===== src/rtl/wb_dma_mem_arbiter.sv =====
// Arbitrates the CPU Wishbone slave port and the DMA master port onto one single-port BRAM.
// Define ARB_RR_EN for round-robin tie-breaking; default is fixed DMA-over-CPU priority.
module wb_dma_mem_arbiter #(
  parameter logic [31:0] BASE_ADDR    = 32'h3800_0000,
  parameter int          MEM_WORDS    = 1024,
  parameter int          READ_LATENCY = 1,
  localparam int         ADDR_W       = $clog2(MEM_WORDS)
) (
  input  logic              wb_clk_i,
  input  logic              wb_rst_i,
  input  logic              cpu_stb_i,
  input  logic              cpu_cyc_i,
  input  logic              cpu_we_i,
  input  logic [3:0]        cpu_sel_i,
  input  logic [31:0]       cpu_adr_i,
  input  logic [31:0]       cpu_dat_i,
  output logic              cpu_ack_o,
  output logic [31:0]       cpu_dat_o,
  input  logic              dma_stb_i,
  input  logic              dma_cyc_i,
  input  logic              dma_we_i,
  input  logic [3:0]        dma_sel_i,
  input  logic [31:0]       dma_adr_i,
  input  logic [31:0]       dma_dat_i,
  output logic              dma_ack_o,
  output logic [31:0]       dma_dat_o,
  output logic              dma_err_o,
  output logic              mem_en_o,
  output logic [3:0]        mem_we_o,
  output logic [ADDR_W-1:0] mem_addr_o,
  output logic [31:0]       mem_wdata_o,
  input  logic [31:0]       mem_rdata_i,
  output logic [1:0]        grant_o
);
  typedef enum logic [1:0] {IDLE, ISSUE, WAIT, ACK} state_t;

  localparam logic [32:0] WIN_END = {1'b0, BASE_ADDR} + 33'(4 * MEM_WORDS);

  function automatic logic in_win(input logic [31:0] a);
    return ({1'b0, a} >= {1'b0, BASE_ADDR}) && ({1'b0, a} < WIN_END);
  endfunction

  state_t            state, nxt;
  logic              owner_dma, r_we, aborted, capture, pick_dma, own_cyc;
  logic [3:0]        r_sel;
  logic [2:0]        cnt;
  logic              cpu_in, dma_in, cpu_req, dma_req;
  logic [ADDR_W-1:0] cpu_word, dma_word;

  assign cpu_in   = in_win(cpu_adr_i);
  assign dma_in   = in_win(dma_adr_i);
  // Out-of-window CPU accesses belong to another slave, so they never request here.
  assign cpu_req  = cpu_stb_i & cpu_cyc_i & cpu_in;
  assign dma_req  = dma_stb_i & dma_cyc_i;
  assign cpu_word = ADDR_W'((cpu_adr_i - BASE_ADDR) >> 2);
  assign dma_word = ADDR_W'((dma_adr_i - BASE_ADDR) >> 2);
  assign own_cyc  = owner_dma ? dma_cyc_i : cpu_cyc_i;

`ifdef ARB_RR_EN
  logic last_owner;
  assign pick_dma = dma_req & (~cpu_req | ~last_owner);
`else
  assign pick_dma = dma_req;
`endif

  always_comb begin
    nxt       = state;
    mem_en_o  = 1'b0;
    mem_we_o  = 4'h0;
    cpu_ack_o = 1'b0;
    dma_ack_o = 1'b0;
    capture   = 1'b0;
    case (state)
      IDLE:  if (cpu_req || dma_req) nxt = (pick_dma && !dma_in) ? ACK : ISSUE;
      ISSUE: begin
        mem_en_o = 1'b1;
        mem_we_o = r_we ? r_sel : 4'h0;
        nxt      = r_we ? ACK : WAIT;
      end
      WAIT:  if (cnt == 3'd1) begin
        nxt     = ACK;
        capture = ~aborted & own_cyc;
      end
      ACK: begin
        cpu_ack_o = ~owner_dma & ~aborted;
        dma_ack_o = owner_dma & ~aborted;
        nxt       = IDLE;
      end
      default: nxt = IDLE;
    endcase
  end

  always_ff @(posedge wb_clk_i or posedge wb_rst_i) begin
    if (wb_rst_i) begin
      state       <= IDLE;
      owner_dma   <= 1'b0;
      r_we        <= 1'b0;
      r_sel       <= 4'h0;
      aborted     <= 1'b0;
      cnt         <= 3'd0;
      grant_o     <= 2'b00;
      mem_addr_o  <= '0;
      mem_wdata_o <= 32'h0;
      cpu_dat_o   <= 32'h0;
      dma_dat_o   <= 32'h0;
      dma_err_o   <= 1'b0;
`ifdef ARB_RR_EN
      last_owner  <= 1'b0;
`endif
    end else begin
      state <= nxt;
      case (state)
        IDLE: if (cpu_req || dma_req) begin
          owner_dma <= pick_dma;
          grant_o   <= pick_dma ? 2'b10 : 2'b01;
          aborted   <= 1'b0;
          if (pick_dma && !dma_in) begin
            // Error path never reaches the BRAM: read data forced to 0, write dropped.
            dma_err_o <= 1'b1;
            dma_dat_o <= 32'h0;
          end else if (pick_dma) begin
            r_we        <= dma_we_i;
            r_sel       <= dma_sel_i;
            mem_addr_o  <= dma_word;
            mem_wdata_o <= dma_dat_i;
          end else begin
            r_we        <= cpu_we_i;
            r_sel       <= cpu_sel_i;
            mem_addr_o  <= cpu_word;
            mem_wdata_o <= cpu_dat_i;
          end
        end
        ISSUE: begin
          cnt <= 3'(READ_LATENCY);
          if (!own_cyc) aborted <= 1'b1;
        end
        WAIT: begin
          cnt <= cnt - 3'd1;
          if (!own_cyc) aborted <= 1'b1;
          if (capture) begin
            if (owner_dma) dma_dat_o <= mem_rdata_i;
            else           cpu_dat_o <= mem_rdata_i;
          end
        end
        ACK: begin
          grant_o <= 2'b00;
`ifdef ARB_RR_EN
          last_owner <= owner_dma;
`endif
        end
        default: ;
      endcase
    end
  end
endmodule


===== config.mk =====
export PLATFORM = sky130hd
export DESIGN_NAME = wb_dma_mem_arbiter
export DESIGN_NICKNAME = d
export VERILOG_FILES = /design/src/rtl/wb_dma_mem_arbiter.sv
export SDC_FILE = /design/constraint.sdc
export NUM_CORES = 1
export LEC_CHECK = 0
export ABC_CLOCK_PERIOD_IN_PS = 5900
export CAP_MARGIN = 20
export CORE_MARGIN = 2
export CORE_UTILIZATION = 40
export CTS_CLUSTER_SIZE = 10
export DETAILED_ROUTE_END_ITERATION = 10
export HOLD_SLACK_MARGIN = 0.15
export PLACE_DENSITY = 0.77
export SETUP_SLACK_MARGIN = 0.5
export SYNTH_ARGS = -nofsm -noshare
export SYNTH_HDL_FRONTEND = slang
export SYNTH_SLANG_ARGS = --single-unit

===== constraint.sdc =====
create_clock -name wb_clk_i -period 5.9 [get_ports wb_clk_i]
set_clock_uncertainty 0.15 [all_clocks]
set_input_delay 1.475 -clock wb_clk_i [delete_from_list [all_inputs] [get_ports wb_clk_i]]
set_output_delay 1.475 -clock wb_clk_i [all_outputs]
set_load 0.01 [all_outputs]

---- After elaboration in Yosys (flattened, before gate mapping) ----
Index checks and enable logic that the tools add are counted.
cells by class
  magnitude comparators ................... 4
  equality and inequality tests ........... 10
  muxes and demuxes ....................... 29
  reductions and logical operators ........ 19
  bitwise gates (word level) .............. 9
  add/sub/neg operators ................... 3
operators with widths
  kind                     count
  $mux W32                 5
  $ge A32 B30 Y1 const B   2
  $lt A32 B30 Y1 const B   2
  $pmux W32 S2             1
  $sub A12 B1 Y12 const B  2
  $mux W4                  3
  $ne A2 B2 Y1 const B     6
  $reduce_and A3 Y1        4
  $mux W1                  10
  $mux W10                 1
  $mux W2                  5
  $pmux W2 S4              1
  $reduce_bool A2 Y1       4
  $and A1 B1 Y1            6
  $pmux W3 S2              1
  $reduce_and A2 Y1        3
  $reduce_and A5 Y1        1
  $eq A2 B2 Y1 const B     2
  $pmux W2 S2              1
  $eq A3 B1 Y1 const B     1
  $logic_and A1 B1 Y1      3
  $not A1 Y1               3
  $sub A3 B1 Y3 const B    1
  $eq A2 B1 Y1 const B     1
  5 further kinds          5
word-level totals
  flip-flop bits (word level) ............. 121
  output and inout port bits .............. 116

---- Logic depth before layout (Yosys ltp) ----
Gate-level depths: netlist (run 1).
  word-level depth ........................ 7
  depth in mapped cells ................... 10
  depth with buffers taken out ............ 7

---- Least setup slack after synthesis (run 1) ----
No wires, ideal clock.
  path kind ............................... input -> register
  start point ............................. input dma_adr_i[21]
  end point ............................... register mem_addr_o[8]
  path buffers ............................ 2
  setup slack ............................. 2.804 ns
  data required time ...................... 5.627 ns
  arrival ................................. 2.823 ns
  library setup time ...................... 0.123 ns
  cell stages on the path ................. 6
  cell sequence ........................... or4_4 > or2_1 > o32ai_2 > buf_6 > buf_4 > a21oi_2
on the way
  word-level cells in the longest chain between the ends .. 6
ends and longest elaborated chain
  item                                              RTL line  RTL
  start: declaration                                23        input logic [31:0] dma_adr_i,
  $ge A32 B30 Y1 or $lt A32 B30 Y1 (tied branches)  40        return ({1'b0, a} >= {1'b0, BASE_ADDR}) && ({1'b0, a} < WIN_END);
  $logic_and A1 B1 Y1 (*)                           40
  $logic_not A1 Y1 (*)                              117       if (pick_dma && !dma_in) begin
  $logic_and A1 B1 Y1 (*)                           117
  $not A1 Y1 (no line) (*)                          n/a
  $reduce_and A3 Y1 (no line) (*)                   n/a
  end signal: assignment                            124       mem_addr_o <= dma_word;
  end signal: assignment                            129       mem_addr_o <= cpu_word;
  end: declaration                                  30        output logic [ADDR_W-1:0] mem_addr_o,
Every way passes the cells marked *; elsewhere a longest branch is shown, timed or not.
A chain may end at the register's enable or synchronous reset.

---- Worst setup path after layout (run 1) ----
  start point ............................. input dma_adr_i[21]
  end point ............................... register r_sel[0]
on the way
  word-level cells in the longest chain between the ends .. 6
ends and longest elaborated chain
  item                                              RTL line  RTL
  $ge A32 B30 Y1 or $lt A32 B30 Y1 (tied branches)  40
  $logic_and A1 B1 Y1 (*)                           40
  $logic_not A1 Y1 (*)                              117
  $logic_and A1 B1 Y1 (*)                           117
  $not A1 Y1 (no line) (*)                          n/a
  $reduce_and A3 Y1 (no line) (*)                   n/a
  end signal: assignment                            123       r_sel <= dma_sel_i;
  end signal: assignment                            128       r_sel <= cpu_sel_i;
  end: declaration                                  45        logic [3:0] r_sel;
Marked as above.

==> flow_metrics.py, run 1 <==
metrics = {
    "finish": {
        "instances_no_fill": 984,
        "final_cell_mix": "clkdlybuf4s50_1, dfrtp_1, mux2i_1",
        "final_area_mm2": 0.009194,
        "area_growth_pct": 63.54,
        "nFillCells": 1048,
        "diodes": 0,
        "seqCellArea_mm2": 0.003028,
        "drive_gt1_share_pct": 10.70,
        "multi_input_area_mm2": 0.002317,
        "final_common_cell": "clkdlybuf4s50_1",
        "nNetsFinal": 973,
    },
    "place": {
        "place_congestion": 0.7570,
        "placed_area_mm2": 0.008645,
        "port_buffers": 287,
        "post-dp-hpwl_mm": 12.13,
        "dp.cells": 952,
        "pre_cts_slack_ns": 1.778,
    },
    "critical_path": {
        "r2r_setup_slack_ns": 2.71,
        "criticalPathCategory": "primary input to flop",
        "crit_slowest_cell": "buf_4",
        "worst_setup_path_start_kind": "primary input",
        "arrival_ns": 3.90,
        "timing.critical_path.buf_inv": 2,
        "crit_family": "buffers and inverters",
        "cp.depth": 7,
        "cp.required_ns": 6.08,
        "r2r-end": "dma_dat_o[25]",
        "crit_chain": "clkdlybuf4s50_1 -> or4_4 -> or2_1 -> o32ai_4 -> buf_4 -> nor2_1 -> a21oi_2",
        "endpoint_kind": "flop",
        "r2r.worst_path.cells": 9,
        "critical-path-max-stage-delay_ns": 0.75,
        "cp_max_fo": 94,
        "regToRegStartpoint": "state[0]",
    },
    "drt": {
        "wl_per_cell_um": 16.44,
        "drc": 0,
        "num_vias": 4849,
        "dr.pass1.iters": 4,
        "via_per_inst": 4.928,
        "drt_iter0_markers": 163,
        "routed_wl_mm": 16.18,
        "antenna_left": 0,
    },
    "floorplan": {
        "core_area_mm2": 0.01383,
        "die_y_um": 122.6,
        "die_width_um": 122.6,
        "die-area_mm2": 0.01502,
        "rows": 43,
        "initial_core_util_pct": 40.66,
        "io_pins": 292,
    },
    "sta": {
        "fin_setup_tns_ns": 0,
        "rsz0062_at_grt": "no",
        "max_slew_margin_pct": 33.96,
        "setup_slack_ns": 2.186,
        "max_freq_mhz": 269.2,
        "tightest_slew_ns": 0.9882,
        "finalMaxSlewViolations": 0,
        "fin_hold_ws_ns": 0.3323,
        "min_period_over_period_pct": 62.95,
        "hold_viol_final": 0,
        "fin_crit_ns": 3.714,
        "setup_viol": 0,
    },
    "clock_tree": {
        "cts_setup_buffers": 0,
        "cts_buffers": 17,
        "clockRootBuffer": "clkbuf_16",
        "clockBufferDepth": 2,
        "postCtsResizedCells": 0,
        "cts_tree": "yes",
        "clk_pin_slew_ns": 0.05,
        "ctsHoldBuffers": 0,
        "clock_sinks": 121,
        "insertion_delay_ns": 0.42,
        "ctsHtreeMaxLevel": 4,
    },
    "global_route": {
        "antenna_found_initial": 0,
        "grt_pass1_vias": 4961,
        "grt_util_all_layers_pct": 21.97,
        "grt_remaining_overflow": 0,
        "grt_pass1_wl_mm": 25.10,
        "grt_max_degree": 95,
    },
    "synthesis": {
        "ys_seq_area_share_pct": 53.86,
        "synth_cells": 505,
        "yosysWarningCount": 0,
        "synth_enable_flop_cells": 0,
        "syn_nets": 687,
        "async_flop_share_pct": 100.0,
        "yosysUniqueCellTypes": 41,
        "ys_seq_elements": 121,
        "synth.avg_cell_area_um2": 11.13,
        "syn-cell-area_mm2": 0.005622,
        "synth_top_flop_cell": "dfrtp_1",
    },
    "worst_hold_path": {
        "hold_path_end": "dma_err_o",
        "min_from": "dma_err_o",
        "min_path_type": "flop to flop",
        "whs_path_depth": 1,
    },
    "outcome": {
        "outcome": "completed",
    },
    "job": {
        "cap_violations": 0,
    },
    "pwr": {
        "ir_drop_mv": 0.2102,
        "powerDensity_mw_per_mm2": 368.5,
        "power_leakage_nw": 4.088,
    },
}
power breakdown:
| group | switching (mW) | internal (mW) |
|---|---|---|
| Combinational | 0.540 | 0.703 |
| Sequential | 0.133 | 1.05 |
| Clock | 0.373 | 0.585 |
cell usage after synthesis (3+ instances only):
library cell  instances  share of area, %
nor2_1               55               3.7
clkbuf_1              8              0.53
a21oi_2              13               2.0
nor4_1                6              0.67
nand2_1              42               2.8
o21ai_0               4              0.36
inv_1                39               2.6
dfrtp_1             121                54
nor4b_1               3              0.47
nand4_1               5              0.56
mux2_1                3              0.60
ha_1                  6               1.3
and3_1                4              0.45
mux2i_1              80                14
nand3_1               3              0.27
mux2_2               30               6.0
buf_4                 7              0.93
a21oi_1              36               3.2
a31oi_1               3              0.33
buf_6                 3              0.60
buf_2                 8              0.71
registers in the layout, summed over array words and instances, names as in the netlist:
signal       flops
aborted          1
state            2
cpu_dat_o       32
r_we             1
mem_addr_o      10
r_sel            4
mem_wdata_o     32
dma_dat_o       32
owner_dma        1
dma_err_o        1
cnt              3
grant_o          2
cell families after synthesis:
family | after synthesis | share of synthesized area, %
adder cells (fa/ha/maj) | 6 | 1.335
multiplexers | 113 | 20.85
flip-flops | 121 | 53.86
AND/OR/NAND/NOR | 133 | 11.04
AO/OA/AOI/OAI | 66 | 7.456
buffers and inverters | 66 | 5.453
final cells by class:
cell class                 instances  area share, %
clock buffer                      20          4.858
clock inverter                    12          1.116
inverter                          39          1.619
multi-input combinational        318          25.20
sequential                       121          32.93
tap                              180          2.450
timing repair buffer             294          31.82
how the worst max path moves through the flow:
stage	end	slack (ns)	startpoint
after floorplan	aborted	1.06	wb_rst_i
after global placement	mem_addr_o[7]	1.88	dma_adr_i[21]
after detailed placement	mem_wdata_o[2]	1.78	dma_adr_i[21]
after CTS	r_sel[0]	2.21	dma_adr_i[21]
after global routing	mem_wdata_o[12]	2.02	dma_adr_i[21]
final	r_sel[0]	2.19	dma_adr_i[21]
layer usage:
layer,vias up,GRT usage (%),part of all wire (%)
met1,2312,24.58,38
met2,205,38.06,51
met3,28,7.993,8.9
met5,-,0,0
li1,2304,-,-
met4,0,8.621,2.3
worst register-to-register path: stages, from the launching register on:
cell      delay, ns
dfrtp_1        0.44
inv_1          0.11
ha_1           0.15
buf_4          0.38
nand2_1        0.09
o32ai_1        0.23
o211ai_1       0.19
nor2_4         0.80
buf_4          0.38
mux2i_1        0.21
per-stage QoR:
step,utilization [%],total power [mW]
floorplan,-,1.761
global placement,62.52,2.409
detailed placement,62.52,2.458
CTS,66.49,3.424
global route,66.49,3.588
finish,66.49,3.388
Note: power is estimated with default switching activity, not from simulation.
==> run 2, diff against run 1 <==
--- a/config.mk
+++ b/config.mk
@@ -5,14 +5,14 @@
 export SDC_FILE = /design/constraint.sdc
 export NUM_CORES = 1
 export LEC_CHECK = 0
-export ABC_CLOCK_PERIOD_IN_PS = 5900
+export ABC_CLOCK_PERIOD_IN_PS = 3000
 export CAP_MARGIN = 20
 export CORE_MARGIN = 2
-export CORE_UTILIZATION = 40
+export CORE_UTILIZATION = 36
 export CTS_CLUSTER_SIZE = 10
 export DETAILED_ROUTE_END_ITERATION = 10
 export HOLD_SLACK_MARGIN = 0.15
-export PLACE_DENSITY = 0.77
+export PLACE_DENSITY = 0.73
 export SETUP_SLACK_MARGIN = 0.5
 export SYNTH_ARGS = -nofsm -noshare
 export SYNTH_HDL_FRONTEND = slang
==> constraint.sdc (replaced) <==
create_clock -name wb_clk_i -period 3 [get_ports wb_clk_i]
set_clock_uncertainty 0.15 [all_clocks]
set_input_delay 0.75 -clock wb_clk_i [delete_from_list [all_inputs] [get_ports wb_clk_i]]
set_output_delay 0.75 -clock wb_clk_i [all_outputs]
set_load 0.01 [all_outputs]
==> run 2 against run 1 <==
Net effect:
- power increased by 110%
- clock power increased by 110%
- largest cell class is now non-clock buffers
- register-to-register slack got worse by 2.1 ns
- critical path type unchanged
- critical endpoint is now mem_addr_o[3]
- highest routed layer unchanged
- first-iteration DRC count increased by 17%
==> flow_metrics.py, run 2 (same netlist as run 1, synthesis figures left out) <==
metrics = {
    "outcome": {
        "outcome": "completed",
    },
    "clock_tree": {
        "cts_buffers": 17,
        "ctsHtreeMaxLevel": 4,
        "clk_pin_slew_ns": 0.05,
        "clockBufferDepth": 2,
        "clock_sinks": 121,
        "insertion_delay_ns": 0.41,
        "cts_tree": "yes",
        "ctsHoldBuffers": 0,
        "clockRootBuffer": "clkbuf_16",
    },
    "drt": {
        "drt_iter0_markers": 191,
        "antenna_left": 0,
        "dr.pass1.iters": 4,
        "num_vias": 4973,
        "routed_wl_mm": 17.39,
        "wl_per_cell_um": 16.87,
        "drc": 0,
        "via_per_inst": 4.823,
    },
    "finish": {
        "reg_top3": "cpu_dat_o (32), dma_dat_o (32), mem_wdata_o (32)",
        "final_common_cell": "clkdlybuf4s50_1",
        "diodes": 0,
        "final_cell_mix": "clkdlybuf4s50_1, dfrtp_1, mux2i_1",
        "instances_no_fill": 1031,
        "drive_gt1_share_pct": 15.00,
        "nFillCells": 1204,
        "area_growth_pct": 73.74,
        "nNetsFinal": 991,
    },
    "global_route": {
        "grt_util_all_layers_pct": 20.38,
        "antenna_found_initial": 0,
        "grt_pass1_vias": 5289,
        "grt_pass1_wl_mm": 26.25,
        "grt_max_degree": 122,
        "grt_remaining_overflow": 0,
    },
    "critical_path": {
        "worst_setup_path_start_kind": "primary input",
        "cp_max_fo": 8,
        "endpoint_kind": "flop",
        "criticalPathCategory": "primary input to flop",
        "arrival_ns": 2.64,
        "cp.required_ns": 3.14,
        "r2r_setup_slack_ns": 0.62,
    },
    "floorplan": {
        "die_width_um": 129.0,
        "initial_core_util_pct": 36.84,
        "die_y_um": 129.0,
        "rows": 45,
        "core_area_mm2": 0.01526,
        "io_pins": 292,
        "die-area_mm2": 0.01663,
    },
    "sta": {
        "finalMaxSlewViolations": 0,
        "rsz0062_at_grt": "no",
        "setup_viol": 0,
        "fin_setup_tns_ns": 0,
        "tightest_slew_ns": 0.6941,
        "hold_viol_final": 0,
        "max_slew_margin_pct": 53.73,
        "fin_crit_ns": 2.496,
        "min_period_over_period_pct": 83.19,
        "max_freq_mhz": 400.7,
    },
    "pwr": {
        "powerDensity_mw_per_mm2": 712.0,
        "ir_drop_mv": 0.4032,
        "power_leakage_nw": 4.390,
    },
    "place": {
        "post-dp-hpwl_mm": 12.22,
        "place_congestion": 0.8039,
        "port_buffers": 287,
        "dp.cells": 987,
    },
    "job": {
        "cap_violations": 0,
    },
    "worst_hold_path": {
        "min_path_type": "flop to flop",
    },
}
[run 2: cell types whose count changed in the layout (fill, tap and decap cells not counted), moves of 3 or more]
cell,before,now
a21oi_1,36,29
a21oi_2,13,20
buf_12,0,8
buf_16,0,3
buf_2,0,3
clkbuf_16,17,22
clkdlybuf4s50_1,287,270
dlygate4sd2_1,0,3
dlymetal6s2s_1,0,10
ha_1,6,3
ha_4,0,3
[run 2: layer usage]
metal | vias up | track usage [%] | part of all wire, % | wire length (µm)
li1 | 2336 | - | - | -
met1 | 2394 | 22.51 | 39 | 6722
met2 | 220 | 36.45 | 52 | 9011
met3 | 23 | 6.570 | 7.8 | 1359
met4 | 0 | 7.928 | 1.7 | 299
met5 | - | 0 | 0 | 0
[run 2: path summary, 6_finish.rpt]
check	start	to	depth (start not counted)
min in group asynchronous	wb_rst_i	dma_err_o	3
max in group asynchronous	wb_rst_i	state[0]	3
setup / recovery	dma_adr_i[19]	mem_addr_o[3]	9
hold / removal	cpu_dat_o[14]	cpu_dat_o[14]	1
setup reg to reg	state[0]	mem_addr_o[3]	11
hold reg to reg	cpu_dat_o[14]	cpu_dat_o[14]	1
[run 2: worst max-delay path, cell delays in order]
cell and delay (ns):
clkdlybuf4s50_1 0.40, or4_4 0.50, or2_4 0.25, o32ai_4 0.12, buf_12 0.16, buf_12 0.12
buf_12 0.12, clkbuf_16 0.15, a21oi_1 0.06
[run 2: final cells by class]
cell class | instances | area, µm² | area share (%)
Timing Repair Buffer | 312 | 3324 | 34.04
Sequential cell | 121 | 3029 | 31.01
Multi-Input combinational cell | 318 | 2405 | 24.62
Clock buffer | 22 | 474.2 | 4.855
Tap cell | 211 | 264.0 | 2.703
Inverter | 39 | 150.1 | 1.537
Clock inverter | 8 | 120.1 | 1.230
[run 2: what timing repair did]
item / in CTS / in global routing
cloned: 2 / 5
pin swaps: 1 / 5
setup buffers: 4 / 3
setup endpoints to repair: 24 / 85
resized for setup: 20 / 35
[run 2: report_power, final]
part	internal [mW]	total (mW)	switching, mW	leakage (nW)
sequential	2.08	2.33	0.258	1.62
clock	1.36	2.05	0.697	0.288
combinational	1.45	2.57	1.12	2.48
total	4.88	6.95	2.08	4.39
[run 2: stage by stage]
step	util [%]	power [mW]	hold slack [ns]	cell area (µm²)	setup slack, ns
final	64.01	6.954	0.3457	9767	0.5044
after global routing	64.01	7.342	0.3644	9767	0.4894
after CTS	62.34	6.974	0.3467	9512	0.3990
after detailed placement	57.69	4.869	0.3204	8802	0.02617
after global placement	57.69	4.748	0.3201	8802	0.08289
after floorplan	-	3.463	0.3296	5625	0.6167
==> run 3, diff against run 2 <==
--- a/config.mk
+++ b/config.mk
@@ -5,7 +5,7 @@
 export SDC_FILE = /design/constraint.sdc
 export NUM_CORES = 1
 export LEC_CHECK = 0
-export ABC_CLOCK_PERIOD_IN_PS = 3000
+export ABC_CLOCK_PERIOD_IN_PS = 2150
 export CAP_MARGIN = 20
 export CORE_MARGIN = 2
 export CORE_UTILIZATION = 36
==> constraint.sdc (replaced) <==
create_clock -name wb_clk_i -period 2.15 [get_ports wb_clk_i]
set_clock_uncertainty 0.15 [all_clocks]
set_input_delay 0.5375 -clock wb_clk_i [delete_from_list [all_inputs] [get_ports wb_clk_i]]
set_output_delay 0.5375 -clock wb_clk_i [all_outputs]
set_load 0.01 [all_outputs]
==> run 3 against run 2 <==
Net effect:
- the run now ends with setup timing left
- core utilization increased by 9.1 points
- critical path depth increased by 3
- combinational power increased by 77%
- register-to-register slack got worse by 0.67 ns
- global-route usage increased by 2.7 points
- clock power increased by 36%
- sequential cell count unchanged
- count of clock-buffer cells in the layout increased by 1
- die area unchanged
- sequential power increased by 40%
- worst hold slack got worse by 0.015 ns
- cell count increased by 11%
==> flow_metrics.py, run 3 (same netlist as run 1, synthesis figures left out) <==
metrics = {
    "drt": {
        "via_per_inst": 4.827,
        "routed_wl_mm": 20.82,
        "num_vias": 5503,
        "wl_per_cell_um": 18.27,
        "drc": 0,
        "antenna_left": 0,
        "dr.pass1.iters": 4,
        "drt_iter0_markers": 163,
    },
    "place": {
        "pre_cts_slack_ns": -0.6082,
        "port_buffers": 287,
        "placed_area_mm2": 0.009350,
        "dp.cells": 1020,
        "place_congestion": 0.7868,
        "post-dp-hpwl_mm": 12.98,
    },
    "global_route": {
        "grt_remaining_overflow": 0,
        "grt_pass1_wl_mm": 29.35,
        "grt_pass1_vias": 5594,
        "grt_util_all_layers_pct": 23.08,
        "grt_max_degree": 80,
        "antenna_found_initial": 0,
    },
    "sta": {
        "rsz0062_at_grt": "yes",
        "hold_viol_final": 0,
        "fin_crit_ns": 2.202,
        "min_period_over_period_pct": 102.4,
        "fin_hold_ws_ns": 0.3305,
        "max_freq_mhz": 454.1,
        "tightest_slew_ns": 0.5351,
        "max_slew_margin_pct": 64.33,
        "finalMaxSlewViolations": 0,
        "setup_slack_ns": -0.05230,
        "setup_viol": 20,
    },
    "pwr": {
        "power_frac_seq_pct": 30.9,
        "share_comb_of_total_power_pct": 42.8,
        "clockPowerShare_pct": 26.3,
        "power.total_mw": 10.60,
        "power_leakage_nw": 5.460,
        "powerDensity_mw_per_mm2": 950.6,
        "power.switching_mw": 3.410,
        "p_sw_share_pct": 32.18,
        "ir_drop_mv": 0.6941,
        "p_int_mw": 7.188,
    },
    "worst_hold_path": {
        "min_path_type": "flop to flop",
        "whs_path_depth": 1,
        "hold_path_end": "dma_err_o",
        "min_from": "dma_err_o",
    },
    "clock_tree": {
        "cts_buffers": 17,
        "clk_pin_slew_ns": 0.05,
        "clock_sinks": 121,
        "clockRootBuffer": "clkbuf_16",
        "ctsHtreeMaxLevel": 4,
        "clockBufferDepth": 2,
        "ctsHoldBuffers": 0,
        "insertion_delay_ns": 0.41,
        "cts_tree": "yes",
    },
    "finish": {
        "nFillCells": 1041,
        "drive_gt1_share_pct": 48.92,
        "final_area_mm2": 0.01115,
        "reg_top3": "cpu_dat_o (32), dma_dat_o (32), mem_wdata_o (32)",
        "final_cell_mix": "clkdlybuf4s50_1, dfrtp_1, mux2i_1",
        "instances_no_fill": 1140,
        "final_common_cell": "clkdlybuf4s50_1",
        "area_growth_pct": 98.33,
        "seqCellArea_mm2": 0.003028,
        "nNetsFinal": 1098,
        "multi_input_area_mm2": 0.003068,
    },
    "floorplan": {
        "die-area_mm2": 0.01663,
        "die_y_um": 129.0,
        "core_area_mm2": 0.01526,
        "io_pins": 292,
        "rows": 45,
        "die_width_um": 129.0,
        "initial_core_util_pct": 36.84,
    },
    "critical_path": {
        "cp.required_ns": 2.33,
        "worst_setup_path_start_kind": "flop",
        "r2r.worst_path.cells": 12,
        "cp_max_fo": 5,
        "r2r-end": "r_sel[1]",
        "criticalPathCategory": "flop to flop",
        "r2r_setup_slack_ns": -0.05,
        "endpoint_kind": "flop",
        "arrival_ns": 2.39,
        "regToRegStartpoint": "state[1]",
    },
    "job": {
        "cap_violations": 0,
    },
    "outcome": {
        "violations": "setup timing",
        "outcome": "complete, but fails checks",
    },
}
-- run 3: area by class of cell --
cell class | instances | area share (%)
repair buffers | 418 | 36.45
multi-input cells | 319 | 27.52
flip-flops and latches | 121 | 27.16
clock buffers | 23 | 4.287
well taps | 211 | 2.368
inverters | 39 | 1.347
clock inverters | 8 | 0.8529
diodes | 1 | 0.02244
-- run 3: worst max-delay path by stage --
stage	startpoint	end	slack (ns)	cells after the start
6_report	state[1]	r_sel[1]	-0.05	12
2_1_floorplan	wb_rst_i	aborted	-0.02	1
3_3_place_gp	dma_adr_i[27]	dma_dat_o[12]	-0.50	6
5_1_grt	state[0]	dma_dat_o[9]	-0.12	10
3_5_place_dp	dma_adr_i[29]	dma_dat_o[13]	-0.61	6
4_1_cts	state[1]	dma_ack_o	-0.02	4
-- run 3: critical path, stage by stage (launching register included) --
cell	delay [ns]
dfrtp_1	0.42
inv_2	0.11
ha_4	0.13
buf_6	0.10
nand3_2	0.08
or2_4	0.26
o32ai_4	0.18
buf_12	0.16
buf_12	0.10
buf_16	0.14
buf_16	0.14
nor2_2	0.04
a21oi_2	0.11
-- run 3: what timing repair did --
item,CTS,global route
cloned,11,3
endpoints found under the setup margin,235,235
resized for setup,229,372
pin swaps,23,21
buffers inserted,22,52
-- run 3: routing by layer --
metal | share of wire (%) | global-route usage [%] | up-vias
li1 | - | - | 2562
met1 | 38 | 24.93 | 2668
met2 | 53 | 42.23 | 242
met3 | 7.2 | 7.609 | 31
met4 | 2.1 | 8.056 | 0
met5 | 0 | 0 | -
-- run 3: power by group through the flow --
stage	Combinational, mW	Clock, mW	Sequential [mW]
final	4.54	2.78	3.27
after global routing	4.86	2.93	3.32
after CTS	4.42	2.82	3.26
after detailed placement	3.85	0	3.28
after global placement	3.75	0	3.25
after floorplan	1.50	0	3.53
-- run 3: per-stage QoR --
stage                     util [%]  TNS (ns)
after floorplan                  -    -2.524
after global placement       61.28    -44.97
after detailed placement     61.28    -49.78
after CTS                    69.54  -0.09179
after global routing         73.05    -4.519
final                        73.07   -0.3749
